$ cat config.mk
export PLATFORM = sky130hd
export DESIGN_NAME = vta_host_dpi_axi_bridge_flat
export DESIGN_NICKNAME = d
export VERILOG_FILES = /design/src/rtl/vta_host_dpi_axi_bridge_pkg.sv /design/src/rtl/vta_host_dpi_axi_bridge_if.sv /design/src/rtl/vta_host_dpi_axi_bridge.sv /design/src/flat_wrapper.sv
export SDC_FILE = /design/constraint.sdc
export NUM_CORES = 1
export LEC_CHECK = 0
export CORE_MARGIN = 5
export CORE_UTILIZATION = 42
export DETAILED_ROUTE_END_ITERATION = 10
export PLACE_DENSITY = 0.92
export SYNTH_ARGS = -nofsm -noshare
export SYNTH_HDL_FRONTEND = slang
export SYNTH_SLANG_ARGS = --single-unit
$ cat constraint.sdc
create_clock -name clock -period 3.6 [get_ports clock]
set_input_delay 0.72 -clock clock [delete_from_list [all_inputs] [get_ports clock]]
set_output_delay 0.72 -clock clock [all_outputs]
set_load 0.01 [all_outputs]
$ cat src/rtl/vta_host_dpi_axi_bridge_pkg.sv
// Shared types and constants for the host DPI to AXI4-Lite bridge.
package vta_host_axi_pkg;

    typedef enum logic [2:0] {
        IDLE,
        WADDR,
        WRESP,
        RADDR,
        RDATA
    } state_e;

    localparam logic OP_READ  = 1'b0;
    localparam logic OP_WRITE = 1'b1;

    localparam logic [1:0] OKAY   = 2'd0;
    localparam logic [1:0] SLVERR = 2'd2;
    localparam logic [1:0] DECERR = 2'd3;

endpackage

$ cat src/rtl/vta_host_dpi_axi_bridge_if.sv
// AXI4-Lite link between the bridge (master) and the CSR file (slave).
interface vta_host_dpi_axi_bridge_if #(
    parameter int unsigned ADDR_BITS = 16,
    parameter int unsigned DATA_BITS = 32
);
    logic                   awvalid;
    logic                   awready;
    logic [ADDR_BITS-1:0]   awaddr;
    logic                   wvalid;
    logic                   wready;
    logic [DATA_BITS-1:0]   wdata;
    logic [DATA_BITS/8-1:0] wstrb;
    logic                   bvalid;
    logic                   bready;
    logic [1:0]             bresp;
    logic                   arvalid;
    logic                   arready;
    logic [ADDR_BITS-1:0]   araddr;
    logic                   rvalid;
    logic                   rready;
    logic [DATA_BITS-1:0]   rdata;
    logic [1:0]             rresp;

    modport master (
        output awvalid, awaddr, wvalid, wdata, wstrb, bready, arvalid, araddr, rready,
        input  awready, wready, bvalid, bresp, arready, rvalid, rdata, rresp
    );

    modport slave (
        input  awvalid, awaddr, wvalid, wdata, wstrb, bready, arvalid, araddr, rready,
        output awready, wready, bvalid, bresp, arready, rvalid, rdata, rresp
    );
endinterface

$ cat src/rtl/vta_host_dpi_axi_bridge.sv
// Converts host DPI register requests into single AXI4-Lite transactions, one in flight.
module vta_host_dpi_axi_bridge
    import vta_host_axi_pkg::*;
#(
    parameter int unsigned ADDR_BITS     = 8,
    parameter int unsigned DATA_BITS     = 32,
    parameter int unsigned AXI_ADDR_BITS = 16
) (
    input  logic                   clock,
    input  logic                   reset,
    input  logic                   dpi_req_valid,
    input  logic                   dpi_req_opcode,
    input  logic [ADDR_BITS-1:0]   dpi_req_addr,
    input  logic [DATA_BITS-1:0]   dpi_req_value,
    output logic                   dpi_req_deq,
    output logic                   dpi_resp_valid,
    output logic [DATA_BITS-1:0]   dpi_resp_bits,
    vta_host_dpi_axi_bridge_if.master m,
    output logic                   err
);

    state_e                   state_q, state_d;
    logic                     aw_done_q, aw_done_d;
    logic                     w_done_q, w_done_d;
    logic [AXI_ADDR_BITS-1:0] addr_q, addr_d;
    logic [DATA_BITS-1:0]     data_q, data_d;
    logic                     resp_valid_q, resp_valid_d;
    logic [DATA_BITS-1:0]     resp_bits_q, resp_bits_d;
    logic                     err_q, err_d;

    always_ff @(posedge clock or negedge reset) begin
        if (!reset) begin
            state_q      <= IDLE;
            aw_done_q    <= 1'b0;
            w_done_q     <= 1'b0;
            addr_q       <= '0;
            data_q       <= '0;
            resp_valid_q <= 1'b0;
            resp_bits_q  <= '0;
            err_q        <= 1'b0;
        end else begin
            state_q      <= state_d;
            aw_done_q    <= aw_done_d;
            w_done_q     <= w_done_d;
            addr_q       <= addr_d;
            data_q       <= data_d;
            resp_valid_q <= resp_valid_d;
            resp_bits_q  <= resp_bits_d;
            err_q        <= err_d;
        end
    end

    always_comb begin
        state_d      = state_q;
        aw_done_d    = aw_done_q;
        w_done_d     = w_done_q;
        addr_d       = addr_q;
        data_d       = data_q;
        resp_valid_d = 1'b0;
        resp_bits_d  = resp_bits_q;
        err_d        = err_q;
        unique case (state_q)
            IDLE: begin
                if (dpi_req_valid) begin
                    addr_d    = AXI_ADDR_BITS'(dpi_req_addr);
                    data_d    = dpi_req_value;
                    aw_done_d = 1'b0;
                    w_done_d  = 1'b0;
                    state_d   = (dpi_req_opcode == OP_WRITE) ? WADDR : RADDR;
                end
            end
            WADDR: begin
                // A ready seen after its channel is done is harmless: the flag only sets.
                aw_done_d = aw_done_q | m.awready;
                w_done_d  = w_done_q | m.wready;
                if (aw_done_d && w_done_d) begin
                    state_d = WRESP;
                end
            end
            WRESP: begin
                if (m.bvalid) begin
                    if (m.bresp != OKAY) err_d = 1'b1;
                    state_d = IDLE;
                end
            end
            RADDR: begin
                if (m.arready) state_d = RDATA;
            end
            RDATA: begin
                if (m.rvalid) begin
                    resp_valid_d = 1'b1;
                    resp_bits_d  = m.rdata;
                    if (m.rresp != OKAY) err_d = 1'b1;
                    state_d = IDLE;
                end
            end
            default: state_d = IDLE;
        endcase
    end

    assign dpi_req_deq    = (state_q == IDLE) && dpi_req_valid;
    assign dpi_resp_valid = resp_valid_q;
    assign dpi_resp_bits  = resp_bits_q;
    assign err            = err_q;

    assign m.awvalid = (state_q == WADDR) && !aw_done_q;
    assign m.awaddr  = addr_q;
    assign m.wvalid  = (state_q == WADDR) && !w_done_q;
    assign m.wdata   = data_q;
    assign m.wstrb   = {(DATA_BITS / 8){1'b1}};
    assign m.bready  = (state_q == WRESP);
    assign m.arvalid = (state_q == RADDR);
    assign m.araddr  = addr_q;
    assign m.rready  = (state_q == RDATA);

endmodule
$ cat src/flat_wrapper.sv
// flat-port wrapper written by rule: the top's interface ports become plain ports
module vta_host_dpi_axi_bridge_flat import vta_host_axi_pkg::*;
#(
    parameter int unsigned ADDR_BITS     = 8,
    parameter int unsigned DATA_BITS     = 32,
    parameter int unsigned AXI_ADDR_BITS = 16
)
  (clock, reset, dpi_req_valid, dpi_req_opcode, dpi_req_addr, dpi_req_value, dpi_req_deq, dpi_resp_valid, dpi_resp_bits, err, m_awvalid, m_awaddr, m_wvalid, m_wdata, m_wstrb, m_bready, m_arvalid, m_araddr, m_rready, m_awready, m_wready, m_bvalid, m_bresp, m_arready, m_rvalid, m_rdata, m_rresp);
  vta_host_dpi_axi_bridge_if #(.ADDR_BITS(ADDR_BITS), .DATA_BITS(DATA_BITS)) m_i ();
  input  logic clock;
  input  logic reset;
  input  logic dpi_req_valid;
  input  logic dpi_req_opcode;
  input  logic [ADDR_BITS-1:0] dpi_req_addr;
  input  logic [DATA_BITS-1:0] dpi_req_value;
  output logic dpi_req_deq;
  output logic dpi_resp_valid;
  output logic [DATA_BITS-1:0] dpi_resp_bits;
  output logic err;
  output wire logic [$bits(m_i.awvalid)-1:0] m_awvalid;
  output wire logic [$bits(m_i.awaddr)-1:0] m_awaddr;
  output wire logic [$bits(m_i.wvalid)-1:0] m_wvalid;
  output wire logic [$bits(m_i.wdata)-1:0] m_wdata;
  output wire logic [$bits(m_i.wstrb)-1:0] m_wstrb;
  output wire logic [$bits(m_i.bready)-1:0] m_bready;
  output wire logic [$bits(m_i.arvalid)-1:0] m_arvalid;
  output wire logic [$bits(m_i.araddr)-1:0] m_araddr;
  output wire logic [$bits(m_i.rready)-1:0] m_rready;
  input wire logic [$bits(m_i.awready)-1:0] m_awready;
  input wire logic [$bits(m_i.wready)-1:0] m_wready;
  input wire logic [$bits(m_i.bvalid)-1:0] m_bvalid;
  input wire logic [$bits(m_i.bresp)-1:0] m_bresp;
  input wire logic [$bits(m_i.arready)-1:0] m_arready;
  input wire logic [$bits(m_i.rvalid)-1:0] m_rvalid;
  input wire logic [$bits(m_i.rdata)-1:0] m_rdata;
  input wire logic [$bits(m_i.rresp)-1:0] m_rresp;
  assign m_awvalid = m_i.awvalid;
  assign m_awaddr = m_i.awaddr;
  assign m_wvalid = m_i.wvalid;
  assign m_wdata = m_i.wdata;
  assign m_wstrb = m_i.wstrb;
  assign m_bready = m_i.bready;
  assign m_arvalid = m_i.arvalid;
  assign m_araddr = m_i.araddr;
  assign m_rready = m_i.rready;
  assign m_i.awready = m_awready;
  assign m_i.wready = m_wready;
  assign m_i.bvalid = m_bvalid;
  assign m_i.bresp = m_bresp;
  assign m_i.arready = m_arready;
  assign m_i.rvalid = m_rvalid;
  assign m_i.rdata = m_rdata;
  assign m_i.rresp = m_rresp;
  vta_host_dpi_axi_bridge #(.ADDR_BITS(ADDR_BITS), .DATA_BITS(DATA_BITS), .AXI_ADDR_BITS(AXI_ADDR_BITS)) u_core (.clock(clock), .reset(reset), .dpi_req_valid(dpi_req_valid), .dpi_req_opcode(dpi_req_opcode), .dpi_req_addr(dpi_req_addr), .dpi_req_value(dpi_req_value), .dpi_req_deq(dpi_req_deq), .dpi_resp_valid(dpi_resp_valid), .dpi_resp_bits(dpi_resp_bits), .m(m_i), .err(err));
endmodule
* Word level (Yosys, flattened, before mapping)
Cells that the tools add are included.
** Cells by class
- Equal/unequal tests :: 11
- Mux-type cells :: 17
- Bitwise gates (word level) :: 2
- Reduce and logical (&&, ||, !) cells :: 16
** Operator list (number)
- 2-to-1 mux 3 bit :: 5
- case mux 3 bit (5 select lines) :: 1
- != test 2 x 1 -> 1 bit, second input constant :: 6
- AND reduction 5 bit :: 2
- nonzero test 2 bit :: 4
- 2-to-1 mux 1 bit :: 7
- equality test 3 x 2 -> 1 bit, second input constant :: 2
- case mux 1 bit (2 select lines) :: 3
- AND reduction 2 bit :: 3
- logical AND 1 bit :: 4
- equality test 3 x 1 -> 1 bit, second input constant :: 1
- equality test 3 bit, second input constant :: 1
- logical NOT 3 bit :: 1
- logical NOT 1 bit :: 2
- 2-to-1 mux 2 bit :: 1
- != test 2 bit, second input constant :: 1
- OR 1 bit :: 2
** Word-level totals
- Flip-flop bits (word level) :: 79
- Bits of input ports :: 85
- Output and inout bits :: 92
- Word-level logic and storage cells :: 54

* Depth between registers and ports, before layout
Gate-level depths: netlist of run 1.
- Word-level depth :: 4
- Gate-level depth with buffers :: 6
- Depth with buffers taken out :: 4

* Worst setup path after synthesis of run 1
OpenSTA, ideal clock, no wires.
- Path kind :: input to output
- Start point :: input dpi_req_valid
- End point :: output dpi_req_deq
- Data arrival time :: 1.213 ns
- Data required time :: 2.880 ns
- Path slack :: 1.667 ns
- Cell stages on the path :: 3
- Path buffers :: 2
- Cell sequence :: and3_1 -> buf_2 -> buf_2
** On the way
- Cells in the longest elaborated chain, start to end :: 1
** RTL lines
- from (decl) :: line flat_wrapper.sv:12 : input logic dpi_req_valid;
- logical AND 1 bit :: line vta_host_dpi_axi_bridge.sv:101 : assign dpi_req_deq = (state_q == IDLE) && dpi_req_valid;
- to (decl) :: line flat_wrapper.sv:16 : output logic dpi_req_deq;
No other way between the ends.

* Worst setup path in the final report of run 1
Same ends and word-level chain as after synthesis.

==> reports/metrics.cfg, run 1 <==
[power]
ir_worst_vdd_v = 0.000563
powerDensity_mw_per_mm2 = 828
power_uw = 4280
leakagePower_uw = 0.00220

[placed_design]
gp_congestion = 0.744
postPlaceCellArea_mm2 = 0.00496
placedCellCount = 464
place_hpwl_mm = 6.07
portBuffers = 172

[synthesis]
synth_seq_cells = 79
yosysTopAreaCell = dfrtp_1
synth_cells = 208
synthTopCellsByArea = dfrtp_1, mux2_2, mux2_4
synth_area_mm2 = 0.00330
yosysWarningCount = 0
postSynthAreaPerCell_um2 = 15.9
synthDistinctLibCells = 28
seq_area_frac_synth_pct = 59.9
yosys.area.top_type_share_pct = 59.9

[timing]
fin_hold_ws_ns = 0.489
skew_ns = 0.00556
max_freq_mhz = 380
maxSlewHeadroom_pct = 36.1
tightest_slew_ns = 0.959
fin_crit_ns = 2.63
finalMaxSlewViolations = 0
period_share_pct = 73.1
grt_setup_unrepaired = false
setup_tns_ns = 0
setup_viol = 0
hold_violations = 0

[clock_network]
cts.sinks = 79
cts_buffers = 9
cts_tree = built
h-tree-depth = 3
post_cts_buffers = 0
root_buffer = clkbuf_8
path_clk_slew_ns = 0.07
cts_max_path_buffers = 2
ctsResizeCount = 0
holdBufCountCts = 0
insertion_delay_ns = 0.33

[floorplan]
initial_core_util_pct = 42.9
coreArea_mm2 = 0.00769
fp-row-count = 32
die_area_mm2 = 0.00973
die_h_um = 98.6
io_pins = 177
die_w_um = 98.6

[global_route]
grt_util_all_layers_pct = 16.4
grt_pass1_vias = 2536
grt_remaining_overflow = 0
antenna_found_initial = 0
grt_pass1_wl_mm = 12.6
grt_max_degree = 80

[route]
drc = 0
final_antenna_net_count = 0
vias_per_cell = 4.66
firstDrtPassIters = 4
vias = 2238
dr.first_iter.drc_count = 47
wl_per_cell_um = 16.5
drt-total-wl_mm = 7.93

[worst_setup_path]
worstPathCellList = clkdlybuf4s50_1, and3_2, clkdlybuf4s50_1
cp_num_buf_inv = 2
path_class = input port to output pin
crit_path_end_kind = output pin
timing.rr.start = u_core.state_q[0]
critPathTopFamily = buffers and inverters
critPathArrivalTime_ns = 1.91
critPathSlowestCell = clkdlybuf4s50_1
worstPathRequired_ns = 2.88
cp_slowest_stage_delay_ns = 0.54
worstPathMaxFanout = 2
cpMostUsedCell = clkdlybuf4s50_1
crit_start = dpi_req_valid
start_kind = input port

[finish]
layout_common_cells = clkdlybuf4s50_1, dfrtp_1, mux2_2, mux2_4, clkbuf_8
area_growth_syn_to_layout_pct = 56.8
antennaDiodeCount = 0
final_cell_area_mm2 = 0.00517
drive_above_1_share_pct = 25.1
fin_cells = 480
nets = 458
layout_commonest_cell = clkdlybuf4s50_1

[min_path]
min_from = u_core.err
hp-class = flip-flop to flip-flop

[job]
maxCapViolCount = 0

[status]
status = finished clean

-- stage by stage --
step                      util (%)  worst slack [ns]
after detailed placement      64.6             0.967
after floorplan                  -              1.67
after global routing          67.3             0.802
after CTS                     67.3             0.959
after global placement        64.6             0.965
final                         67.3             0.968
-- power breakdown --
part | total (uW) | internal [uW] | switching [uW]
clock network | 666 | 376 | 290
registers | 1560 | 1310 | 255
logic | 2060 | 1340 | 718
-- path summary, 6_finish.rpt --
| kind | depth (start not counted) | slack [ns] | to |
|---|---|---|---|
| min | 1 | 0.49 | u_core.err |
| max in group asynchronous | 1 | 2.44 | u_core.m.wdata[20] |
| max | 3 | 0.97 | dpi_req_deq |
| min in group asynchronous | 1 | 0.55 | u_core.m.wdata[2] |
| max reg2reg | 4 | 1.51 | u_core.dpi_resp_bits[31] |
| min reg2reg | 1 | 0.49 | u_core.err |
-- worst reg2reg max path, cell delays in order, from the launching register on --
cell and delay, ns:
dfrtp_1 0.50, or3b_4 0.45, inv_2 0.07, and2_4 0.53, mux2_2 0.42
-- layer usage --
layer | vias to the layer above | global-route usage (%) | share of wire [%]
met5 | - | 0 | 0
met4 | 0 | 6.20 | 0.98
met3 | 8 | 6.16 | 7.7
met2 | 93 | 28.9 | 53
met1 | 1099 | 17.9 | 38
li1 | 1038 | - | -
-- cell usage after synthesis, drive strengths merged --
| library cell | number |
|---|---|
| conb | 1 |
| dfrtp | 79 |
| nor2 | 8 |
| o211ai | 1 |
| nand3b | 1 |
| buf | 21 |
| o32ai | 1 |
| o22ai | 2 |
| nand2b | 1 |
| o41ai | 1 |
| or2 | 1 |
| or4 | 1 |
| nand2 | 2 |
| inv | 3 |
| a31oi | 2 |
| o21bai | 1 |
| clkbuf | 1 |
| nor3 | 2 |
| mux2 | 73 |
| and3 | 1 |
| or3b | 1 |
| and2 | 1 |
| o21ai | 3 |
-- final cells by class --
| type | instances | area [um^2] |
|---|---|---|
| sequential | 79 | 1980 |
| clock buffer | 13 | 169 |
| clock inverter | 3 | 40.0 |
| fill | 581 | 2510 |
| timing repair buffer | 173 | 1730 |
| tap | 102 | 128 |
| inverter | 3 | 11.3 |
| multi-input combinational | 107 | 1120 |
-- registers in the layout, indices dropped and copies added, names as in the netlist --
| name | cells |
|---|---|
| u_core.w_done_q | 1 |
| u_core.aw_done_q | 1 |
| u_core.addr_q | 8 |
| u_core.dpi_resp_bits | 32 |
| u_core.dpi_resp_valid | 1 |
| u_core.state_q | 3 |
| u_core.m.wdata | 32 |
| u_core.err | 1 |
-- cells by family (layout without fill, tap and decap cells) --
group           Yosys count  count (layout)  synth area share (%)
compound gates           11              11                  2.20
buf+inv                  25             192                  6.45
flops                    79              79                  59.9
mux                      73              73                  28.2
other cells               1               4                 0.114
simple gates             19              19                  3.11
Note: power is estimated with default switching activity, not from simulation.
==> inputs of run 2 (changes only) <==
--- a/config.mk
+++ b/config.mk
@@ -6,9 +6,9 @@
 export NUM_CORES = 1
 export LEC_CHECK = 0
 export CORE_MARGIN = 5
-export CORE_UTILIZATION = 42
+export CORE_UTILIZATION = 35
 export DETAILED_ROUTE_END_ITERATION = 10
-export PLACE_DENSITY = 0.92
+export PLACE_DENSITY = 0.83
 export SYNTH_ARGS = -nofsm -noshare
 export SYNTH_HDL_FRONTEND = slang
 export SYNTH_SLANG_ARGS = --single-unit
==> constraint.sdc (replaced) <==
create_clock -name clock -period 2.3 [get_ports clock]
set_input_delay 0.46 -clock clock [delete_from_list [all_inputs] [get_ports clock]]
set_output_delay 0.46 -clock clock [all_outputs]
set_load 0.01 [all_outputs]
==> run 2 against run 1 <==
Critical path depth increased by 1. Utilization is 9.5 points lower. Via count is 1.3% higher. Critical endpoint unchanged. Largest cell class unchanged.
==> reports/metrics.cfg, run 2 (same netlist as run 1, synthesis figures left out) <==
[status]
status = finished clean  ; unchanged

[route]
drc = 0  ; unchanged
vias_per_cell = 4.59  ; was 4.66
vias = 2266  ; was 2238
firstDrtPassIters = 2  ; was 4
dr.first_iter.drc_count = 68  ; was 47
drt-total-wl_mm = 8.38  ; was 7.93 mm
final_antenna_net_count = 0  ; unchanged
wl_per_cell_um = 17.0  ; was 16.5 um

[floorplan]
initial_core_util_pct = 35.9  ; was 42.9%
coreArea_mm2 = 0.00920  ; was 0.00769 mm^2
die_h_um = 107  ; was 98.6 um
die_area_mm2 = 0.0115  ; was 0.00973 mm^2
fp-row-count = 35  ; was 32
die_w_um = 107  ; was 98.6 um
io_pins = 177  ; unchanged

[timing]
max_freq_mhz = 453
finalMaxSlewViolations = 0  ; unchanged
tightest_slew_ns = 0.513  ; was 0.959 ns
setup_viol = 0  ; unchanged
fin_crit_ns = 2.21
period_share_pct = 96.0
maxSlewHeadroom_pct = 65.8  ; was 36.1%
hold_violations = 0  ; unchanged
skew_ns = 0.00833  ; was 0.00556 ns

[worst_setup_path]
worstPathCellList = buf_4, inv_1, and3_2, clkdlybuf4s50_1  ; was clkdlybuf4s50_1, and3_2, clkdlybuf4s50_1
cp_slowest_stage_delay_ns = 0.54  ; about the same
crit_path_end_kind = output pin  ; unchanged
cp-endpoint = dpi_req_deq  ; unchanged
rr_worst_depth = 5  ; was 4
timing.rr.start = u_core.state_q[1]  ; was u_core.state_q[0]
rr_endpoint = u_core.dpi_resp_bits[6]  ; was u_core.dpi_resp_bits[31]
crit_start = u_core.state_q[0]  ; was dpi_req_valid
r2r_slack_ns = 0.40  ; was 1.51 ns
worstPathMaxFanout = 7  ; was 2
worstPathRequired_ns = 1.84  ; was 2.88 ns
critPathArrivalTime_ns = 1.75  ; was 1.91 ns
path_class = flip-flop to output pin  ; was input port to output pin
start_kind = flip-flop  ; was input port
critPathSlowestCell = clkdlybuf4s50_1  ; unchanged

[clock_network]
cts_tree = built  ; unchanged
holdBufCountCts = 0  ; unchanged
root_buffer = clkbuf_8  ; unchanged
insertion_delay_ns = 0.33  ; about the same
cts_max_path_buffers = 2  ; unchanged
path_clk_slew_ns = 0.08  ; was 0.07 ns
cts.sinks = 79  ; unchanged
h-tree-depth = 3  ; unchanged
cts_buffers = 9  ; unchanged

[placed_design]
postPlaceCellArea_mm2 = 0.00505  ; was 0.00496 mm^2
portBuffers = 172  ; unchanged
place_hpwl_mm = 6.49  ; was 6.07 mm
placedCellCount = 478  ; was 464
gp_congestion = 0.789  ; was 0.744

[global_route]
grt_max_degree = 44  ; was 80
grt_pass1_wl_mm = 13.3  ; was 12.6 mm
grt_pass1_vias = 2596  ; was 2536
grt_util_all_layers_pct = 14.8  ; was 16.4%
grt_remaining_overflow = 0  ; unchanged
antenna_found_initial = 0  ; unchanged

[finish]
layout_common_cells = clkdlybuf4s50_1, dfrtp_1, mux2_2, mux2_4, clkbuf_8  ; unchanged
drive_above_1_share_pct = 26.6  ; was 25.1%
area_growth_syn_to_layout_pct = 61.2  ; was 56.8%
nets = 463  ; was 458
fin_cells = 494  ; was 480
antennaDiodeCount = 0  ; unchanged
layout_commonest_cell = clkdlybuf4s50_1  ; unchanged
final_cell_area_mm2 = 0.00532  ; was 0.00517 mm^2

[power]
internal_power_uw = 5020  ; was 3020 uW
seqPwrFrac_pct = 34.7  ; was 36.4%
ir_worst_vdd_v = 0.000746  ; was 0.000563 V
p_clk_share_pct = 18.8  ; was 15.5%
combPwrFrac_pct = 46.6  ; was 48.0%
leakagePower_uw = 0.00226  ; was 0.00220 uW
power_switching_share_pct = 28.6  ; was 29.5%
powerDensity_mw_per_mm2 = 1320  ; was 828 mW/mm^2
p_switching_uw = 2010  ; was 1260 uW

[job]
maxCapViolCount = 0  ; unchanged

[min_path]
hp-class = input port to asynchronous set/reset pin  ; was flip-flop to flip-flop

-- run 2: changes by cell type in the layout (fill, tap and decap cells not counted), moves of 2 or more --
cell	before	now
buf_4	2	4
clkbuf_8	12	9
dfrtp_1	79	77
clkinv_2	2	0
bufinv_16	1	4
buf_12	0	3
dfrtp_2	0	2
-- run 2: stage by stage --
stage                     total power (uW)  setup slack, ns  TNS [ns]  hold slack (ns)  utilization, %
after floorplan                       3970            0.584         0            0.164               -
after global placement                5680            0.154         0            0.460            54.9
after detailed placement              5770            0.147         0            0.462            54.9
after CTS                             7130           0.0404         0           0.0866            57.8
after global routing                  7430         -0.00849  -0.00849            0.112            57.9
final                                 7030           0.0917         0           0.0968            57.9
-- run 2: what timing repair did --
item | 4_1_cts | 5_1_grt
endpoints found under the setup margin | 4 | 3
buffers inserted | 0 | 0
gates resized for setup | 3 | 2
gates cloned | 0 | 0
-- run 2: worst max-delay path, delay by kind of cell, from the launching register on --
kind,cells,cell delay [ns]
flip-flops,1,0.44
buffers and inverters,3,0.77
AND/OR/NAND/NOR,1,0.21
-- run 2: final cells by class --
| cell class | count | area (um^2) |
|---|---|---|
| well taps | 111 | 139 |
| inverters | 3 | 11.3 |
| multi-input cells | 107 | 1130 |
| fillers | 729 | 3880 |
| flip-flops and latches | 79 | 1980 |
| clock buffers | 11 | 131 |
| clock inverters | 5 | 129 |
| repair buffers | 178 | 1800 |
-- run 2: power groups by stage --
stage	combinational (uW)	sequential (uW)	clock [uW]
5_1_grt	3470	2540	1420
3_5_place_dp	3320	2450	0
4_1_cts	3320	2440	1360
6_report	3270	2440	1320
3_3_place_gp	3260	2420	0
2_1_floorplan	1270	2700	0
-- run 2: worst min path at each step --
stage	startpoint	to	slack, ns	depth (start not counted)
after floorplan	reset	u_core.addr_q[0]	0.16	0
after global placement	reset	u_core.err	0.46	1
after detailed placement	reset	u_core.state_q[2]	0.46	1
after CTS	reset	u_core.state_q[2]	0.09	1
after global routing	reset	u_core.state_q[2]	0.11	1
final	reset	u_core.state_q[2]	0.1	1
-- run 2: metal layers --
layer | global-route usage [%] | vias to the layer above | wire length (um) | share of wire, %
met1 | 15.9 | 1118 | 3140 | 37
met4 | 4.75 | 0 | 159 | 1.9
met5 | 0 | - | 0 | 0
met2 | 27.4 | 86 | 4530 | 54
li1 | - | 1047 | - | -
met3 | 4.46 | 15 | 553 | 6.6
